--- src/rtl/fetch_pkg.sv ---
// Shared widths, constants and types for the instruction fetch sequencer.
package fetch_pkg;
    localparam int ADDR_W = 8;
    localparam int INST_W = 8;
    localparam logic [INST_W-1:0] HALT_INST  = 8'hFF;
    localparam logic [ADDR_W-1:0] START_ADDR = 8'h00;

    typedef logic [ADDR_W-1:0] addr_t;
    typedef logic [INST_W-1:0] inst_t;

    typedef enum logic [1:0] {
        IDLE,
        RUN,
        HALTED
    } fetch_state_e;
endpackage

--- src/rtl/inst_fetch_ctrl.sv ---
// Fetch sequencer: owns the PC, reads the combinational ROM and holds one valid/ready slot for decode.
// Optional accepted-instruction counter is built only when FETCH_COUNT_EN is defined.
module inst_fetch_ctrl
    import fetch_pkg::fetch_state_e;
    import fetch_pkg::IDLE;
    import fetch_pkg::RUN;
    import fetch_pkg::HALTED;
#(
    parameter int                 ADDR_W     = fetch_pkg::ADDR_W,
    parameter int                 INST_W     = fetch_pkg::INST_W,
    parameter logic [ADDR_W-1:0]  START_ADDR = fetch_pkg::START_ADDR,
    parameter logic [INST_W-1:0]  HALT_INST  = fetch_pkg::HALT_INST
) (
    input  logic              clk_i,
    input  logic              reset_n_i,
    input  logic              start_i,
    output logic [ADDR_W-1:0] rom_addr_o,
    input  logic [INST_W-1:0] rom_data_i,
    output logic [INST_W-1:0] inst_o,
    output logic [ADDR_W-1:0] inst_pc_o,
    output logic              inst_valid_o,
    input  logic              inst_ready_i,
    input  logic              redirect_i,
    input  logic [ADDR_W-1:0] redirect_addr_i,
    output logic              halted_o,
    output logic [15:0]       fetch_count_o
);

    fetch_state_e      state_q, state_d;
    logic [ADDR_W-1:0] pc_q, pc_d;
    logic [INST_W-1:0] inst_q, inst_d;
    logic [ADDR_W-1:0] ipc_q, ipc_d;
    logic              vld_q, vld_d;
    logic              slot_free, drain;

    assign slot_free = !vld_q || inst_ready_i;
    assign drain     = vld_q && inst_ready_i;

    always_comb begin
        state_d = state_q;
        pc_d    = pc_q;
        inst_d  = inst_q;
        ipc_d   = ipc_q;
        vld_d   = vld_q;
        case (state_q)
            IDLE: begin
                if (start_i) begin
                    pc_d    = START_ADDR;
                    state_d = RUN;
                end
            end
            RUN: begin
                if (redirect_i) begin
                    pc_d  = redirect_addr_i;
                    vld_d = 1'b0;
                end else if (slot_free) begin
                    // The halt word is swallowed: the slot empties and pc stays on it.
                    if (rom_data_i == HALT_INST) begin
                        vld_d   = 1'b0;
                        state_d = HALTED;
                    end else begin
                        inst_d = rom_data_i;
                        ipc_d  = pc_q;
                        vld_d  = 1'b1;
                        pc_d   = pc_q + ADDR_W'(1);
                    end
                end
            end
            HALTED: begin
                if (drain) vld_d = 1'b0;
                if (redirect_i) begin
                    pc_d    = redirect_addr_i;
                    vld_d   = 1'b0;
                    state_d = RUN;
                end else if (start_i) begin
                    pc_d    = START_ADDR;
                    state_d = RUN;
                end
            end
            default: state_d = IDLE;
        endcase
    end

    always_ff @(posedge clk_i) begin
        if (!reset_n_i) begin
            state_q <= IDLE;
            pc_q    <= START_ADDR;
            inst_q  <= '0;
            ipc_q   <= '0;
            vld_q   <= 1'b0;
        end else begin
            state_q <= state_d;
            pc_q    <= pc_d;
            inst_q  <= inst_d;
            ipc_q   <= ipc_d;
            vld_q   <= vld_d;
        end
    end

`ifdef FETCH_COUNT_EN
    logic [15:0] count_q;

    always_ff @(posedge clk_i) begin
        if (!reset_n_i) begin
            count_q <= '0;
        end else if (drain && count_q != 16'hFFFF) begin
            count_q <= count_q + 16'd1;
        end
    end

    assign fetch_count_o = count_q;
`else
    assign fetch_count_o = 16'h0000;
`endif

    assign rom_addr_o   = pc_q;
    assign inst_o       = inst_q;
    assign inst_pc_o    = ipc_q;
    assign inst_valid_o = vld_q;
    assign halted_o     = (state_q == HALTED);

endmodule

--- config.mk ---
export PLATFORM = sky130hd
export DESIGN_NAME = inst_fetch_ctrl
export DESIGN_NICKNAME = d
export VERILOG_FILES = /design/src/rtl/fetch_pkg.sv /design/src/rtl/inst_fetch_ctrl.sv
export SDC_FILE = /design/constraint.sdc
export NUM_CORES = 1
export LEC_CHECK = 0
export CAP_MARGIN = 25
export CELL_PAD_IN_SITES_DETAIL_PLACEMENT = 1
export CELL_PAD_IN_SITES_GLOBAL_PLACEMENT = 1
export CORE_UTILIZATION = 32
export DETAILED_ROUTE_END_ITERATION = 6
export PLACE_DENSITY_LB_ADDON = 0.1
export SETUP_SLACK_MARGIN = 0.05
export SYNTH_ARGS = -nofsm -noshare
export SYNTH_HDL_FRONTEND = slang
export SYNTH_SLANG_ARGS = --single-unit
--- constraint.sdc ---
create_clock -name clk_i -period 2.12 [get_ports clk_i]
set_clock_uncertainty 0.1 [all_clocks]
set_input_delay 0.636 -clock clk_i [delete_from_list [all_inputs] [get_ports clk_i]]
set_output_delay 0.636 -clock clk_i [all_outputs]
set_load 0.005 [all_outputs]
## Word level (Yosys, flattened, before mapping)

Cells that the tools add are included.

| word-level totals | value |
|---|---|
| flip-flop bits (word level) | 27 |
| latch bits | 0 |
| bits in writable memories | 0 |
| memory bits (read-only) | 0 |
| bits of input ports | 21 |
| output and inout port bits | 42 |
| logic and storage cells | 45 |
| memories | 0 |

| operators by class | value |
|---|---|
| add/subtract/negate cells | 1 |
| multiply operators | 0 |
| div/mod/pow operators | 0 |
| $lt $le $gt $ge | 0 |
| equality and inequality tests | 9 |
| shift operators | 0 |
| muxes and demuxes | 18 |
| bitwise gates (word level) | 2 |
| reductions and logical operators | 10 |

Operators with widths:

| cell | count |
|---|---|
| $mux 8 | 5 |
| $pmux 8 s3 | 1 |
| $mux 2 | 5 |
| $reduce_and 3->1 | 3 |
| $add 8x1->8 const B | 1 |
| $eq 8x8->1 const B | 1 |
| $ne 2x2->1 const B | 3 |
| $ne 3x3->1 const B | 2 |
| $pmux 2 s3 | 1 |
| $mux 1 | 5 |
| $reduce_and 4->1 | 1 |
| $ne 3x2->1 const B | 1 |
| $reduce_bool 3->1 | 1 |
| $eq 2x1->1 const B | 1 |
| $eq 2x2->1 const B | 1 |
| $logic_not 2->1 | 1 |
| $not 1->1 | 2 |
| $pmux 1 s2 | 1 |
| $reduce_bool 2->1 | 1 |
| $logic_and 1x1->1 | 1 |
| $logic_not 1->1 | 1 |
| $logic_or 1x1->1 | 1 |

## Depth between registers and ports, before layout

Gate-level depths: netlist of the first run.

| logic depth | value |
|---|---|
| depth after elaboration | 5 |
| mapped depth | 9 |
| gate-level depth less buffers | 7 |

## Least setup slack after synthesis of the first run

Ideal clock, no wire load.

| timing path | value |
|---|---|
| path kind | reg-to-reg |
| start point | register state_q[0] |
| end point | register pc_q[0] (netlist: rom_addr_o[0]) |
| library setup time | 115 ps |
| arrival | 1567 ps |
| required time | 1905 ps |
| slack | 338 ps |
| stages on the path, launching flop included | 9 |
| buffers on the path | 2 |
| period minus slack after synthesis | 1782 ps |
| cells stage by stage | dfxtp_1 > inv_1 > ha_1 > buf_2 > o31ai_2 > and2_1 > buf_6 > nor4_2 > o21a_1 |

| between the ends | value |
|---|---|
| word-level cells in the longest chain between the ends | 3 |
| elaborated cells between the ends (all ways) | 8 |
| classes of those cells | 4 x eq/ne; 1 x mux; 3 x reduce/logical |

Ends and longest elaborated chain:

| item | RTL line | RTL |
|---|---|---|
| from (decl) | inst_fetch_ctrl.sv:29 | `fetch_state_e state_q, state_d;` |
| from (signal assigned) | inst_fetch_ctrl.sv:92 | `state_q <= state_d;` |
| $eq 2x2->1 * | n/a |  |
| net halted_o | inst_fetch_ctrl.sv:25 | `output logic halted_o,` |
| $reduce_bool 3->1 (no source line) | n/a |  |
| $reduce_and 3->1 (no source line) | n/a |  |
| to (signal assigned) | inst_fetch_ctrl.sv:93 | `pc_q <= pc_d;` |
| to (decl) | inst_fetch_ctrl.sv:30 | `logic [ADDR_W-1:0] pc_q, pc_d;` |

The timed path passes the listed nets; every way through them passes the cells marked *.
A chain may end at the register's enable or synchronous reset.

## Worst setup path after layout of the first run

| timing path | value |
|---|---|
| start point | input inst_ready_i |
| end point | register pc_q[1] (netlist: rom_addr_o[1]) |

| between the ends | value |
|---|---|
| word-level cells in the longest chain between the ends | 3 |

Ends and longest elaborated chain:

| item | RTL line | RTL |
|---|---|---|
| from (decl) | inst_fetch_ctrl.sv:22 | `input logic inst_ready_i,` |
| $logic_or 1x1->1 | inst_fetch_ctrl.sv:36 | `assign slot_free = !vld_q \|\| inst_ready_i;` |
| $ne 3x3->1 (no source line) | n/a |  |
| $reduce_and 3->1 (no source line) | n/a |  |

No other way between the ends.

==> results.yml, run 1 <==
job:
  cap_viol_max_count: 0
route:
  drc_errors: 0
  post_drt_via_cell_ratio: 5.047
  postRouteAntennaNets: 0
  drt_iter0_drc: 73
  wl_um: 5214
  detail_route.wl_per_cell_um: 16.19
  drt_pre_antenna_iters: 5
  vias: 1625
synth:
  synth_area_mm2: 0.001655
  synth_area_per_cell_um2: 8.712
  syn_inst: 190
  synth.area.top_cells: "dfxtp_1, mux2i_1, nor2b_1"
  yosys.area.top_type: "dfxtp_1"
  synth_top_area_share_pct: 32.65
  async_flop_share_pct: 0
  synth-seq-cells: 27
  ys.flop_type: "dfxtp_1"
  synth_edf_count: 0
  ys_seq_area_share_pct: 32.65
  synth.distinct_cells: 40
  yosys_warnings: 0
floorplanning:
  rows: 25
  die_area_mm2: 0.005465
  dieWidth_um: 73.93
  num_io_pins: 63
  start_util_pct: 34.14
  coreArea_mm2: 0.004848
  die_h_um: 73.93
timing:
  rsz0062_at_grt: "yes"
  timing.fmax_ghz: 0.4922
  finalCriticalPeriod_ns: 2.032
  drv_slew: 0
  post-route-period-util_pct: 95.84
  hold_violations: 0
  setup_viol: 0
final_layout:
  syn_to_final_growth_pct: 44.37
  regArea_um2: 550.5
  drive_gt1_share_pct: 17.65
  diodes: 0
  multi_input_area_mm2: 0.001026
  utilization_pct: 49.29
  num-fill-cells: 586
  final_area_mm2: 0.002390
  fin_cells: 322
  fin_nets: 282
clock_network:
  cts_buffer_depth: 2
  cts_buffers: 3
  cts.root.buffer_cell: "clkbuf_8"
  clkLatencyLatePin_ns: 0.29
  cts_tree: "done"
  path_clk_slew_ns: 0.10
  h-tree-depth: 1
  clock-sinks: 27
placed_design:
  dp_hpwl_um: 3812
  placed_cells: 313
  portBuffers: 46
  dpl_cell_area_mm2: 0.002238
  place_congestion: 0.8128
hold_path:
  hold_path_end: "inst_o[1]"
  hold_start: "inst_o[1]"
  hold_path.class: "flop to flop"
  holdPathStages: 2
worst_setup_path:
  cpPeakStageDelay_ns: 0.48
  cp.arrival_ns: 2.16
  cp.required_ns: 2.25
  crit_type: "input pin to flop"
  worstSetupEndpointType: "flop"
  cp-start-kind: "input pin"
  path_cells: "clkdlybuf4s50_1 -> nand2b_1 -> o211ai_1 -> buf_4 -> and2_4 -> nor4_1 -> o21a_1"
  regToRegSetupSlack_ns: 0.20
  slowest_stage: "clkdlybuf4s50_1"
  rr_startpoint: "state_q[1]"
  path_max_fanout: 7
  reg2regPathDepth: 8
  reg2reg_to: "state_q[1]"
pwr:
  ir_drop_mv: 0.2267
  power.density_mw_per_mm2: 498.1
  p_leak_uw: 0.0009940
  total_power_uw: 1190
global_routing:
  grt_start_max_net_pins: 28
  grt_use_total_pct: 19.26
  grt_antenna_before_repair: 0
  first_global_vias: 1698
  grt_overflow: 0
  grt_pass1_wl_um: 7976
status:
  status: "completed"
sequential cells by signal, summed over array words and instances, names as in the netlist:
name          flops
inst_pc_o         8
state_q           2
inst_valid_o      1
rom_addr_o        8
inst_o            8
cells in the final DEF, fill, tap and decap left out, types with 4 or more instances in the layout:
cell type,n
clkdlybuf4s50_1,44
buf_4,22
nor2b_1,21
dfxtp_1,21
conb_1,16
mux2i_1,15
a21oi_1,13
o21ai_0,9
nand2_1,9
inv_1,8
nand3_1,6
o211ai_1,5
dfxtp_2,5
o21a_1,4
a21boi_1,4
logic make-up (layout without fill, tap and decap cells):
group | Yosys count | after routing | share of synthesized area [%]
AO/OA/AOI/OAI | 48 | 48 | 18.44
XOR/XNOR | 3 | 3 | 1.588
adder cells (fa/ha/maj) | 5 | 5 | 3.779
buffers and inverters | 33 | 82 | 12.47
flip-flops | 27 | 27 | 32.65
multiplexers | 15 | 15 | 9.070
other | 1 | 16 | 0.2265
AND/OR/NAND/NOR | 58 | 59 | 21.77
routing by layer:
metal	wire length, um	part of all wire (%)	vias up	track usage [%]
met2	2589	50	59	34.95
met5	0	0	-	0
li1	-	-	768	-
met1	2308	44	790	23.00
met4	69	1.3	0	6.624
met3	246	4.7	8	2.743
synthesized netlist by cell type, types with 3 or more instances:
master,instances
dfxtp_1,27
nor2b_1,21
buf_4,17
mux2i_1,15
a21oi_1,14
inv_1,9
nand2_1,9
o21ai_0,9
nand3_1,6
ha_1,5
o211ai_1,5
o21a_1,4
a21boi_0,3
a221oi_1,3
buf_2,3
nand4_1,3
nor2_1,3
nor4_1,3
cell type report:
class	instances	share of cell area, %
multi-input combinational	146	42.93
timing repair buffer	69	27.07
sequential	27	23.04
tap	67	3.508
clock buffer	3	1.728
inverter	9	1.414
clock inverter	1	0.3141
critical path, delay by kind of cell:
kind | cells | cell delay [ns]
buffers and inverters | 2 | 0.66
AOI/OAI and AO/OA | 2 | 0.25
and+or+nand+nor | 3 | 0.62
how the worst max path moves through the flow:
stage | start | end | slack [ns]
after floorplan | state_q[0] | rom_addr_o[0] | 0.34
after global placement | redirect_i | rom_addr_o[7] | -0.32
after detailed placement | redirect_i | rom_addr_o[7] | -0.42
after CTS | state_q[0] | halted_o | 0.03
after global routing | rom_data_i[0] | rom_addr_o[7] | 0.02
final | inst_ready_i | rom_addr_o[1] | 0.09
through the flow:
stage | setup TNS (ns) | hold slack, ns | worst slack [ns]
6_report | 0 | 0.3519 | 0.08826
3_5_place_dp | -6.806 | 0.3435 | -0.4200
4_1_cts | 0 | 0.3584 | 0.02719
3_3_place_gp | -5.688 | 0.3404 | -0.3206
5_1_grt | 0 | 0.3850 | 0.01658
2_1_floorplan | 0 | 0.3403 | 0.3380
timing repair:
| item | in CTS | in global routing |
|---|---|---|
| hold buffers | 0 | 0 |
| gates cloned | 1 | 0 |
| buffers inserted | 1 | 3 |
| pin swaps | 1 | 3 |
| setup endpoints to repair | 11 | 29 |
| resized for setup | 10 | 13 |
power by group:
part	internal [uW]	switching [uW]
Clock	134	189
Sequential	528	18.2
Combinational	164	157
(Power assumes the default switching activity.)
==> inputs of run 2 (changes only) <==
HOLD_SLACK_MARGIN = 0.1   (was not set)
MAX_ROUTING_LAYER = met4   (was not set)
==> results.yml, run 2 (synthesis results as in run 1) <==
pwr:
  p_leak_uw: 0.0009940
  total_power_uw: 1188
  ir_drop_mv: 0.2239
  p_switching_uw: 361.8
  power_frac_comb_pct: 27.0
  power.density_mw_per_mm2: 497.1
  switching_share_pct: 30.45
  power.share.clock_pct: 27.1
  seqPwrFrac_pct: 46.0
  intPower_uw: 826.2
clock_network:
  cts-hold-fix-buffers: 0
  path_clk_slew_ns: 0.10
  cts_tree: "done"
  clkLatencyLatePin_ns: 0.29
  cts_buffers: 3
  h-tree-depth: 1
  cts.root.buffer_cell: "clkbuf_8"
  clock-sinks: 27
  cts_buffer_depth: 2
worst_setup_path:
  cp.arrival_ns: 2.13
  cp-start-kind: "input pin"
  cp.required_ns: 2.23
  path_max_fanout: 7
  crit_type: "input pin to flop"
  worstSetupEndpointType: "flop"
global_routing:
  grt_pass1_wl_um: 7976
  grt_overflow: 0
  first_global_vias: 1698
  grt_antenna_before_repair: 0
  grt_use_total_pct: 19.90
  grt_start_max_net_pins: 28
final_layout:
  syn_to_final_growth_pct: 44.37
  drive_gt1_share_pct: 17.65
  final_cell_mix: "clkdlybuf4s50_1, buf_4, nor2b_1, dfxtp_1, conb_1"
  fin_nets: 282
  num-fill-cells: 586
  utilization_pct: 49.29
  diodes: 0
  final_common_cell: "clkdlybuf4s50_1"
placed_design:
  portBuffers: 46
  dp_slack_ns: -0.4200
  place_congestion: 0.8248
  dp_hpwl_um: 3812
floorplanning:
  dieWidth_um: 73.93
  die_h_um: 73.93
  coreArea_mm2: 0.004848
  die_area_mm2: 0.005465
  start_util_pct: 34.14
  num_io_pins: 63
  rows: 25
route:
  vias: 1632
  wl_um: 5214
  postRouteAntennaNets: 0
  post_drt_via_cell_ratio: 5.068
  drt_iter0_drc: 75
  detail_route.wl_per_cell_um: 16.19
  drc_errors: 0
  drt_pre_antenna_iters: 4
timing:
  drv_slew: 0
  fin_ws_ns: 0.1031
  finalSetupTns_ns: 0
  post-route-period-util_pct: 95.14
  finalCriticalPeriod_ns: 2.017
  hold-worst-slack_ns: 0.3509
  timing.fmax_ghz: 0.4958
  setup_viol: 0
  hold_violations: 0
  rsz0062_at_grt: "no"
job:
  cap_viol_max_count: 0
hold_path:
  hold_path.class: "flop to flop"
status:
  status: "completed"
## run 2: cell counts in the layout (fill, tap and decap cells not counted)
No cell type changed its count.
## run 2: final timing paths
path	start	end	slack, ns	cells after the start
setup / recovery	rom_data_i[0]	rom_addr_o[7]	0.10	8
hold / removal	inst_o[1]	inst_o[1]	0.35	2
setup reg to reg	state_q[1]	state_q[1]	0.20	8
hold reg to reg	inst_o[1]	inst_o[1]	0.35	2
## run 2: layout make-up
type                    count  area (um2)  area share, %
flip-flops and latches     27       550.5          23.04
clock buffers               3       41.29          1.728
well taps                  67       83.83          3.508
inverters                   9       33.78          1.414
multi-input cells         146        1026          42.93
repair buffers             69       646.9          27.07
clock inverters             1       7.507         0.3141
## run 2: through the flow
step	area (um2)	cells
CTS	2326	319
global route	2390	322
floorplan	1712	205
detailed placement	2238	313
finish	2390	322
global placement	2238	313
## run 2: power groups by stage
stage / Clock, uW / Combinational, uW / Sequential (uW)
after floorplan: 0 / 163 / 557
after global placement: 0 / 277 / 556
after detailed placement: 0 / 286 / 557
after CTS: 326 / 296 / 547
after global routing: 344 / 348 / 549
final: 321 / 320 / 546
## run 2: timing repair
item / 4_1_cts / 5_1_grt
buffers inserted: 1 / 3
endpoints found under the setup margin: 11 / 26
pin swaps: 1 / 2
gates resized for setup: 10 / 13
gates cloned: 1 / 0
## run 2: worst max-delay path: stages
cell and delay, ns:
clkdlybuf4s50_1 0.47, nand4_1 0.16, o211ai_1 0.21, buf_4 0.16, and2_4 0.19, buf_4 0.12
nand2_1 0.05, a21boi_1 0.13
## run 2: routing by layer
layer | global-route usage [%] | part of all wire, % | up-vias
met2 | 34.95 | 50 | 56
met4 | 6.624 | 1.4 | 0
met5 | - | 0 | -
met3 | 2.881 | 4.6 | 9
li1 | - | - | 769
met1 | 23.00 | 44 | 798
==> inputs of run 3 (changes only) <==
REMOVE_ABC_BUFFERS = 1   (was not set)
==> results.yml, run 3 (synthesis results as in run 1) <==
placed_design:
  dp_hpwl_um: 3524
  portBuffers: 46
  placed_cells: 313
  dpl_cell_area_mm2: 0.002238
  place_congestion: 0.9297
timing:
  hold_violations: 0
  timing.fmax_ghz: 0.4945
  rsz0062_at_grt: "no"
  hold-worst-slack_ns: 0.3493
  finalSetupTns_ns: 0
  post-route-period-util_pct: 95.39
  setup_viol: 0
  finalCriticalPeriod_ns: 2.022
  drv_slew: 0
floorplanning:
  dieWidth_um: 73.93
  die_area_mm2: 0.005465
  die_h_um: 73.93
  rows: 25
  coreArea_mm2: 0.004848
  num_io_pins: 63
  start_util_pct: 34.14
clock_network:
  clkLatencyLatePin_ns: 0.28
  clock-sinks: 27
  cts.root.buffer_cell: "clkbuf_8"
  cts_tree: "done"
  path_clk_slew_ns: 0.10
  cts_buffers: 3
  cts_buffer_depth: 2
  h-tree-depth: 1
worst_setup_path:
  regToRegSetupSlack_ns: 0.23
  rr_startpoint: "state_q[1]"
  slowest_stage: "clkdlybuf4s50_1"
  crit_type: "flop to primary output"
  cp_num_cells: 1
  cpPeakStageDelay_ns: 0.55
  critPathBufInv: 1
  reg2reg_to: "rom_addr_o[5]"
  path_max_fanout: 6
  cp.required_ns: 1.38
  cp-endpoint: "rom_addr_o[4]"
  startpoint: "rom_addr_o[4]"
  worstSetupEndpointType: "primary output"
  cp-start-kind: "flop"
  reg2regPathDepth: 7
  cpLargestDelayFamily: "buffers and inverters"
  cp.arrival_ns: 1.29
  path_cells: "clkdlybuf4s50_1"
route:
  drt_iter0_drc: 48
  vias: 1642
  detail_route.wl_per_cell_um: 15.35
  drt_pre_antenna_iters: 4
  drc_errors: 0
  postRouteAntennaNets: 0
  wl_um: 4944
  post_drt_via_cell_ratio: 5.099
final_layout:
  final_common_cell: "clkdlybuf4s50_1"
  fin_nets: 282
  drive_gt1_share_pct: 18.82
  syn_to_final_growth_pct: 47.85
  diodes: 0
  fin_cells: 322
  final_area_mm2: 0.002447
  final_cell_mix: "clkdlybuf4s50_1, dfxtp_1, nor2b_1, buf_4, conb_1"
pwr:
  p_leak_uw: 0.001088
  total_power_uw: 1189
  ir_drop_mv: 0.1965
  power.density_mw_per_mm2: 485.7
hold_path:
  hold_path.class: "flop to flop"
global_routing:
  grt_overflow: 0
  grt_use_total_pct: 19.04
  grt_start_max_net_pins: 28
  grt_antenna_before_repair: 0
  first_global_vias: 1661
  grt_pass1_wl_um: 7693
status:
  status: "completed"
job:
  cap_viol_max_count: 0
==> run 3: cell types whose count changed in the layout (fill, tap and decap cells not counted), moves of 2 or more <==
cell             before  now
buf_4                22   20
dlymetal6s2s_1        1    9
clkdlybuf4s50_1      44   36
buf_12                1    3
==> run 3: layout make-up <==
type	count	area [um2]
clock buffers	3	41.29
clock inverters	1	7.507
fillers	573	2401
inverters	9	36.28
multi-input cells	145	1026
flip-flops and latches	27	549.3
well taps	67	83.83
repair buffers	70	703.2
==> run 3: through the flow <==
| stage | worst slack, ns | util (%) |
|---|---|---|
| 2_1_floorplan | 0.3621 | - |
| 3_3_place_gp | -0.2535 | 46.17 |
| 3_5_place_dp | -0.3281 | 46.17 |
| 4_1_cts | 0.02988 | 48.90 |
| 5_1_grt | 0.05205 | 50.48 |
| 6_report | 0.09775 | 50.48 |
==> run 3: repair_timing <==
item,CTS,global route
buffers inserted,4,1
setup endpoints to repair,26,18
gates resized for setup,13,24
pin swaps,2,5
gates cloned,0,0
hold buffers,0,0
==> run 3: power breakdown <==
part	total [uW]	leakage, uW	switching [uW]	internal (uW)
combinational	333	0.000844	158	175
clock	311	0.0000217	177	134
sequential	545	0.000221	17.7	527
total	1190	0.00109	353	836
==> run 3: how the worst min path moves through the flow <==
stage / from / end / cells past startpoint
final: inst_o[1] / inst_o[1] / 2
after global routing: inst_o[1] / inst_o[1] / 2
after CTS: inst_o[1] / inst_o[1] / 2
after detailed placement: inst_o[1] / inst_o[1] / 2
after global placement: inst_o[7] / inst_o[7] / 2
after floorplan: inst_o[1] / inst_o[1] / 2
==> run 3: metal layers <==
layer  routed length, um  GRT usage [%]
met1                2104          21.23
met2                2537          34.14
met3                 230          2.058
met4                  72          7.906
met5                   0              -
